<file path="src/rtl/registers_pkg.sv">
// Shared defaults and address-width helper for the register bank block.
package registers_pkg;

    localparam int DEFAULT_DATA_W    = 8;
    localparam int DEFAULT_NUM_BANKS = 4;
    localparam int DEFAULT_BANK_REGS = 4;

    // Address width never collapses to zero, even for a two-register file.
    function automatic int addr_width(input int num_regs);
        return (num_regs <= 2) ? 1 : $clog2(num_regs);
    endfunction

endpackage

</file>
<file path="src/rtl/ready_edge.sv">
// Turns the level uart_ready into a single-cycle write strobe on its rising edge.
module ready_edge (
    input  logic clk,
    input  logic reset,
    input  logic ready,
    output logic strobe
);

    logic ready_q;
    logic armed_q;

    // NOTE: armed_q keeps a ready already high at reset release from looking like a rising edge.
    always_ff @(posedge clk or posedge reset) begin
        if (reset) begin
            ready_q <= 1'b0;
            armed_q <= 1'b0;
            strobe  <= 1'b0;
        end else begin
            ready_q <= ready;
            armed_q <= 1'b1;
            strobe  <= ready & ~ready_q & armed_q;
        end
    end

endmodule

</file>
<file path="src/rtl/register_banks.sv">
// Banked register file fed by a UART byte stream: bytes are staged per bank and
// the whole bank becomes live atomically when its top register is written.
module register_banks
    import registers_pkg::*;
#(
    parameter  int DATA_W    = DEFAULT_DATA_W,
    parameter  int NUM_BANKS = DEFAULT_NUM_BANKS,
    parameter  int BANK_REGS = DEFAULT_BANK_REGS,
    localparam int NUM_REGS  = NUM_BANKS * BANK_REGS,
    localparam int ADDR_W    = addr_width(NUM_BANKS * BANK_REGS)
) (
    input  logic                       clk,
    input  logic                       reset,
    input  logic [ADDR_W-1:0]          uart_addr,
    input  logic [DATA_W-1:0]          uart_data,
    input  logic                       uart_ready,
    input  logic                       stream_mode,
    input  logic [ADDR_W-1:0]          rd_addr,
    output logic [DATA_W-1:0]          rd_data,
    output logic [NUM_REGS*DATA_W-1:0] reg_data,
    output logic [NUM_BANKS-1:0]       reg_event,
    output logic                       addr_error
);

    localparam logic [ADDR_W:0]   REG_LIMIT = (ADDR_W+1)'(NUM_REGS);
    localparam logic [ADDR_W-1:0] LAST_REG  = ADDR_W'(NUM_REGS - 1);

    logic                 strobe;
    logic [ADDR_W-1:0]    ptr;
    logic [ADDR_W-1:0]    eff_addr;
    logic                 addr_ok;
    logic                 rd_ok;
    logic                 wr_en;
    logic                 wr_top;
    int                   wr_idx;
    int                   wr_bank;
    logic [NUM_BANKS-1:0] evt_next;
    logic [DATA_W-1:0]    live [NUM_REGS];

    ready_edge u_ready_edge (
        .clk    (clk),
        .reset  (reset),
        .ready  (uart_ready),
        .strobe (strobe)
    );

    assign eff_addr = stream_mode ? ptr : uart_addr;
    assign addr_ok  = {1'b0, eff_addr} < REG_LIMIT;
    assign rd_ok    = {1'b0, rd_addr} < REG_LIMIT;
    assign wr_en    = strobe & addr_ok;
    assign wr_idx   = int'(eff_addr);
    assign wr_bank  = wr_idx / BANK_REGS;
    assign wr_top   = (wr_idx % BANK_REGS) == (BANK_REGS - 1);

    for (genvar j = 0; j < NUM_REGS; j++) begin : g_reg
        localparam int BANK = j / BANK_REGS;
        logic [DATA_W-1:0] stage_q;
        logic [DATA_W-1:0] live_q;

        // NOTE: the register file is reset so a partially staged bank cannot leak into a later commit.
        always_ff @(posedge clk or posedge reset) begin
            if (reset) begin
                stage_q <= '0;
                live_q  <= '0;
            end else if (wr_en) begin
                if (wr_idx == j)
                    stage_q <= uart_data;
                // The incoming byte bypasses staging so the commit includes it.
                if (wr_top && wr_bank == BANK)
                    live_q <= (wr_idx == j) ? uart_data : stage_q;
            end
        end

        assign live[j]                      = live_q;
        assign reg_data[DATA_W*j +: DATA_W] = live_q;
    end

    for (genvar b = 0; b < NUM_BANKS; b++) begin : g_evt
        assign evt_next[b] = wr_en && wr_top && (wr_bank == b);
    end

    // Reset drives reg_event high so every downstream consumer clears at once.
    always_ff @(posedge clk or posedge reset) begin
        if (reset) begin
            ptr        <= '0;
            reg_event  <= '1;
            addr_error <= 1'b0;
            rd_data    <= '0;
        end else begin
            if (!stream_mode)
                ptr <= '0;
            else if (strobe)
                ptr <= (ptr == LAST_REG) ? '0 : ptr + ADDR_W'(1);
            reg_event  <= evt_next;
            addr_error <= strobe & ~addr_ok;
            rd_data    <= rd_ok ? live[rd_addr] : '0;
        end
    end

endmodule

</file>
<file path="config.mk">
export PLATFORM = sky130hd
export DESIGN_NAME = register_banks
export DESIGN_NICKNAME = d
export VERILOG_FILES = /design/src/rtl/registers_pkg.sv /design/src/rtl/ready_edge.sv /design/src/rtl/register_banks.sv
export SDC_FILE = /design/constraint.sdc
export NUM_CORES = 1
export LEC_CHECK = 0
export ABC_AREA = 1
export CORE_MARGIN = 8
export CORE_UTILIZATION = 60
export DETAILED_ROUTE_END_ITERATION = 7
export GPL_TIMING_DRIVEN = 0
export PLACE_DENSITY = 0.92
export SKIP_CTS_REPAIR_TIMING = 1
export SLEW_MARGIN = 30
export SYNTH_ARGS = -nofsm -noshare
export SYNTH_HDL_FRONTEND = slang
export SYNTH_HIERARCHICAL = 1
export SYNTH_SLANG_ARGS = --single-unit
</file>
<file path="constraint.sdc">
create_clock -name clk -period 16.5 [get_ports clk]
set_clock_uncertainty 0.15 [all_clocks]
set_input_delay 3.3 -clock clk [delete_from_list [all_inputs] [get_ports clk]]
set_output_delay 3.3 -clock clk [all_outputs]
set_load 0.03 [all_outputs]
</file>
==> impl_metrics.env <==
export IMPL_run_status="finished, final reports clean"
export IMPL_setup_viol=0
export IMPL_layout_nets=1888
export IMPL_ioPinCount=161
export IMPL_io_buffers=156
export IMPL_power_mw=1.66
export IMPL_synth_net_count=1702
export IMPL_slew_headroom_pct=24.9
export IMPL_die_w_um=159
export IMPL_vias=12800
export IMPL_syn_to_final_growth_pct=23.4
export IMPL_drv_cap=0
export IMPL_worstSkewPairLatency_ns=0.54
export IMPL_grt_max_degree=96
export IMPL_first_pass_iters=8
export IMPL_cts_root_buf="clkbuf_16"
export IMPL_first_global_vias=12600
export IMPL_cp_max_fo=10
export IMPL_worst_pin_slew_ns=1.13
export IMPL_place_ws_ns=10.82
export IMPL_r2r_slack_ns=14.10
export IMPL_fill_cells=1478
export IMPL_synth_seq_area_share_pct=49.7
export IMPL_cts_inserted_buffers=26
export IMPL_met2_usage_pct=53.1
export IMPL_path_class="in -> reg"
export IMPL_reg2reg_depth=5
export IMPL_layout_drive_gt1_share_pct=6.31
export IMPL_rsz0062_at_grt="no"
export IMPL_timing_hold_ws_ns=0.266
export IMPL_fp_dieArea_mm2=0.0253
export IMPL_tritoncts="built"
export IMPL_post_synth_num_cell_types=24
export IMPL_core_area_mm2=0.0202
export IMPL_leakage_nw=7.97
export IMPL_grtUsageMet1_pct=41.2
export IMPL_min_period_ns=5.29
export IMPL_finalSetupTns_ns=0
export IMPL_cp_required_ns=16.77
export IMPL_grt_pass1_wl_um=68000
export IMPL_netlist_instances=1681
export IMPL_critPathLaunchType="primary input"
export IMPL_drcViolationCount=0
export IMPL_hold_class="reg -> reg"
export IMPL_routedWlPerCell_um=20.3
export IMPL_gp_congestion=0.988
export IMPL_setup_slack_ns=11.21
export IMPL_hold_depth=1
export IMPL_end_kind="flip-flop"
export IMPL_ir_worst_vdd_uv=74.7
export IMPL_initial_utilization_pct=60.8
export IMPL_grt_usage_pct=33.7
export IMPL_viasPerCell=5.93
export IMPL_cp_arrival_ns=5.56
export IMPL_final_cell_mix="nand2_1 (723), nand3_1 (348), dfrtp_1 (239)"
export IMPL_row_count=52
export IMPL_use_met3_pct=8.01
export IMPL_wirelength_um=43900
export IMPL_grt_busiest_layer="met2"
export IMPL_ant_nets=0
export IMPL_synth_seq_cells=243
export IMPL_min_from="u_ready_edge/ready_q"
export IMPL_post_route_period_util_pct=32.1
export IMPL_max_clock_path_buffers=3
export IMPL_globalRoute_totalOverflow=0
export IMPL_final_common_cell="nand2_1"
export IMPL_cts_sinks=243
export IMPL_synth_warnings=6
export IMPL_dp_hpwl_um=31000
export IMPL_r2r_end="g_reg[8].stage_q[2]"
export IMPL_hold_violations=0
export IMPL_hold_path_end="u_ready_edge/strobe"
export IMPL_clock_fmax_ghz=0.189
export IMPL_syn_area_per_cell_um2=7.29
export IMPL_fp_dieH_um=159
export IMPL_path_clk_slew_ns=0.06
export IMPL_antenna_found_initial=1
export IMPL_slew_violations=0
export IMPL_p_per_area_mw_per_mm2=109
export IMPL_syn_area_mm2=0.0123
export IMPL_htree_levels=1
export IMPL_first_iter_violations=1640
export IMPL_r2r_start="u_ready_edge/strobe"
[worst max-delay path: stages]
cell and delay [ns]:
clkdlybuf4s50_1 0.66, inv_1 0.22, clkbuf_1 0.86, nand3_1 0.24, nand3_1 0.21, nand2_1 0.06
[power breakdown]
group	switching, mW	internal (mW)
Combinational	0.217	0.108
Clock	0.250	0.368
Sequential	0.0481	0.665
Total	0.515	1.14
[layout make-up]
| class | instances | area, um^2 | area share (%) |
|---|---|---|---|
| inverters | 184 | 698 | 4.62 |
| multi-input cells | 1156 | 5030 | 33.3 |
| diodes | 2 | 5.00 | 0.0331 |
| clock buffers | 36 | 759 | 5.02 |
| clock inverters | 12 | 140 | 0.927 |
| flip-flops and latches | 243 | 6090 | 40.2 |
| well taps | 270 | 338 | 2.23 |
| plain buffers | 98 | 452 | 2.99 |
| repair buffers | 158 | 1620 | 10.7 |
[sequential cells by signal, summed over array words and instances, names as in the netlist]
name and cells:
u_ready_edge/strobe 1, reg_event 4, g.live_q 128, u_ready_edge/ready_q 1, ptr 4, rd_data 8, g.stage_q 96, u_ready_edge/armed_q 1
[worst max-delay path by stage]
| stage | startpoint | end | cells after the start |
|---|---|---|---|
| 2_1_floorplan | reset | g_reg[0].live_q[0] | 1 |
| 3_3_place_gp | reset | g_reg[2].stage_q[6] | 2 |
| 3_5_place_dp | stream_mode | g_reg[2].live_q[3] | 9 |
| 4_1_cts | reg_event[3] | reg_event[3] | 1 |
| 5_1_grt | stream_mode | g_reg[1].stage_q[6] | 9 |
| 6_report | uart_data[3] | g_reg[0].live_q[3] | 6 |
[Yosys cell counts]
library cell | number | share of area [%]
nand2_2 | 5 | 0.26
buf_1 | 8 | 0.25
inv_2 | 3 | 0.092
nor2_2 | 6 | 0.31
nor2_1 | 5 | 0.15
o211ai_1 | 32 | 2.0
ha_1 | 1 | 0.10
nor2_4 | 6 | 0.55
buf_4 | 10 | 0.61
clkinv_1 | 2 | 0.061
inv_1 | 179 | 5.5
o22ai_1 | 1 | 0.051
nand3_4 | 1 | 0.14
dfstp_2 | 4 | 0.86
o21ai_0 | 21 | 0.86
dfrtp_1 | 239 | 49
o21ai_1 | 3 | 0.12
nand2_1 | 723 | 22
clkbuf_1 | 43 | 1.3
buf_2 | 37 | 1.5
nand3_1 | 348 | 14
a21oi_1 | 1 | 0.041
conb_1 | 2 | 0.061
xor2_1 | 1 | 0.071
[per-stage QoR]
stage | utilization, % | std cells | cell area, um^2
finish | 75.0 | 2159 | 15100
global route | 75.0 | 2157 | 15100
CTS | 75.0 | 2157 | 15100
detailed placement | 70.5 | 2109 | 14200
global placement | 70.2 | 2107 | 14200
floorplan | - | 1681 | 12300
[metal layers]
layer	part of all wire, %	vias to the layer above	wire (um)
met1	36	5927	15700
met3	13	240	5490
met4	7.2	0	3150
met2	45	976	19600
met5	0	-	0
li1	-	5657	-
[cells by family after synthesis]
kind of cell / share of synthesized area (%)
xor+xnor: 0.0715
other cells: 0.0613
compound gates: 3.03
simple gates: 37.8
fa+ha+maj: 0.102
buf+inv: 9.32
flops: 49.7
Power figures use the tool's default switching activity.
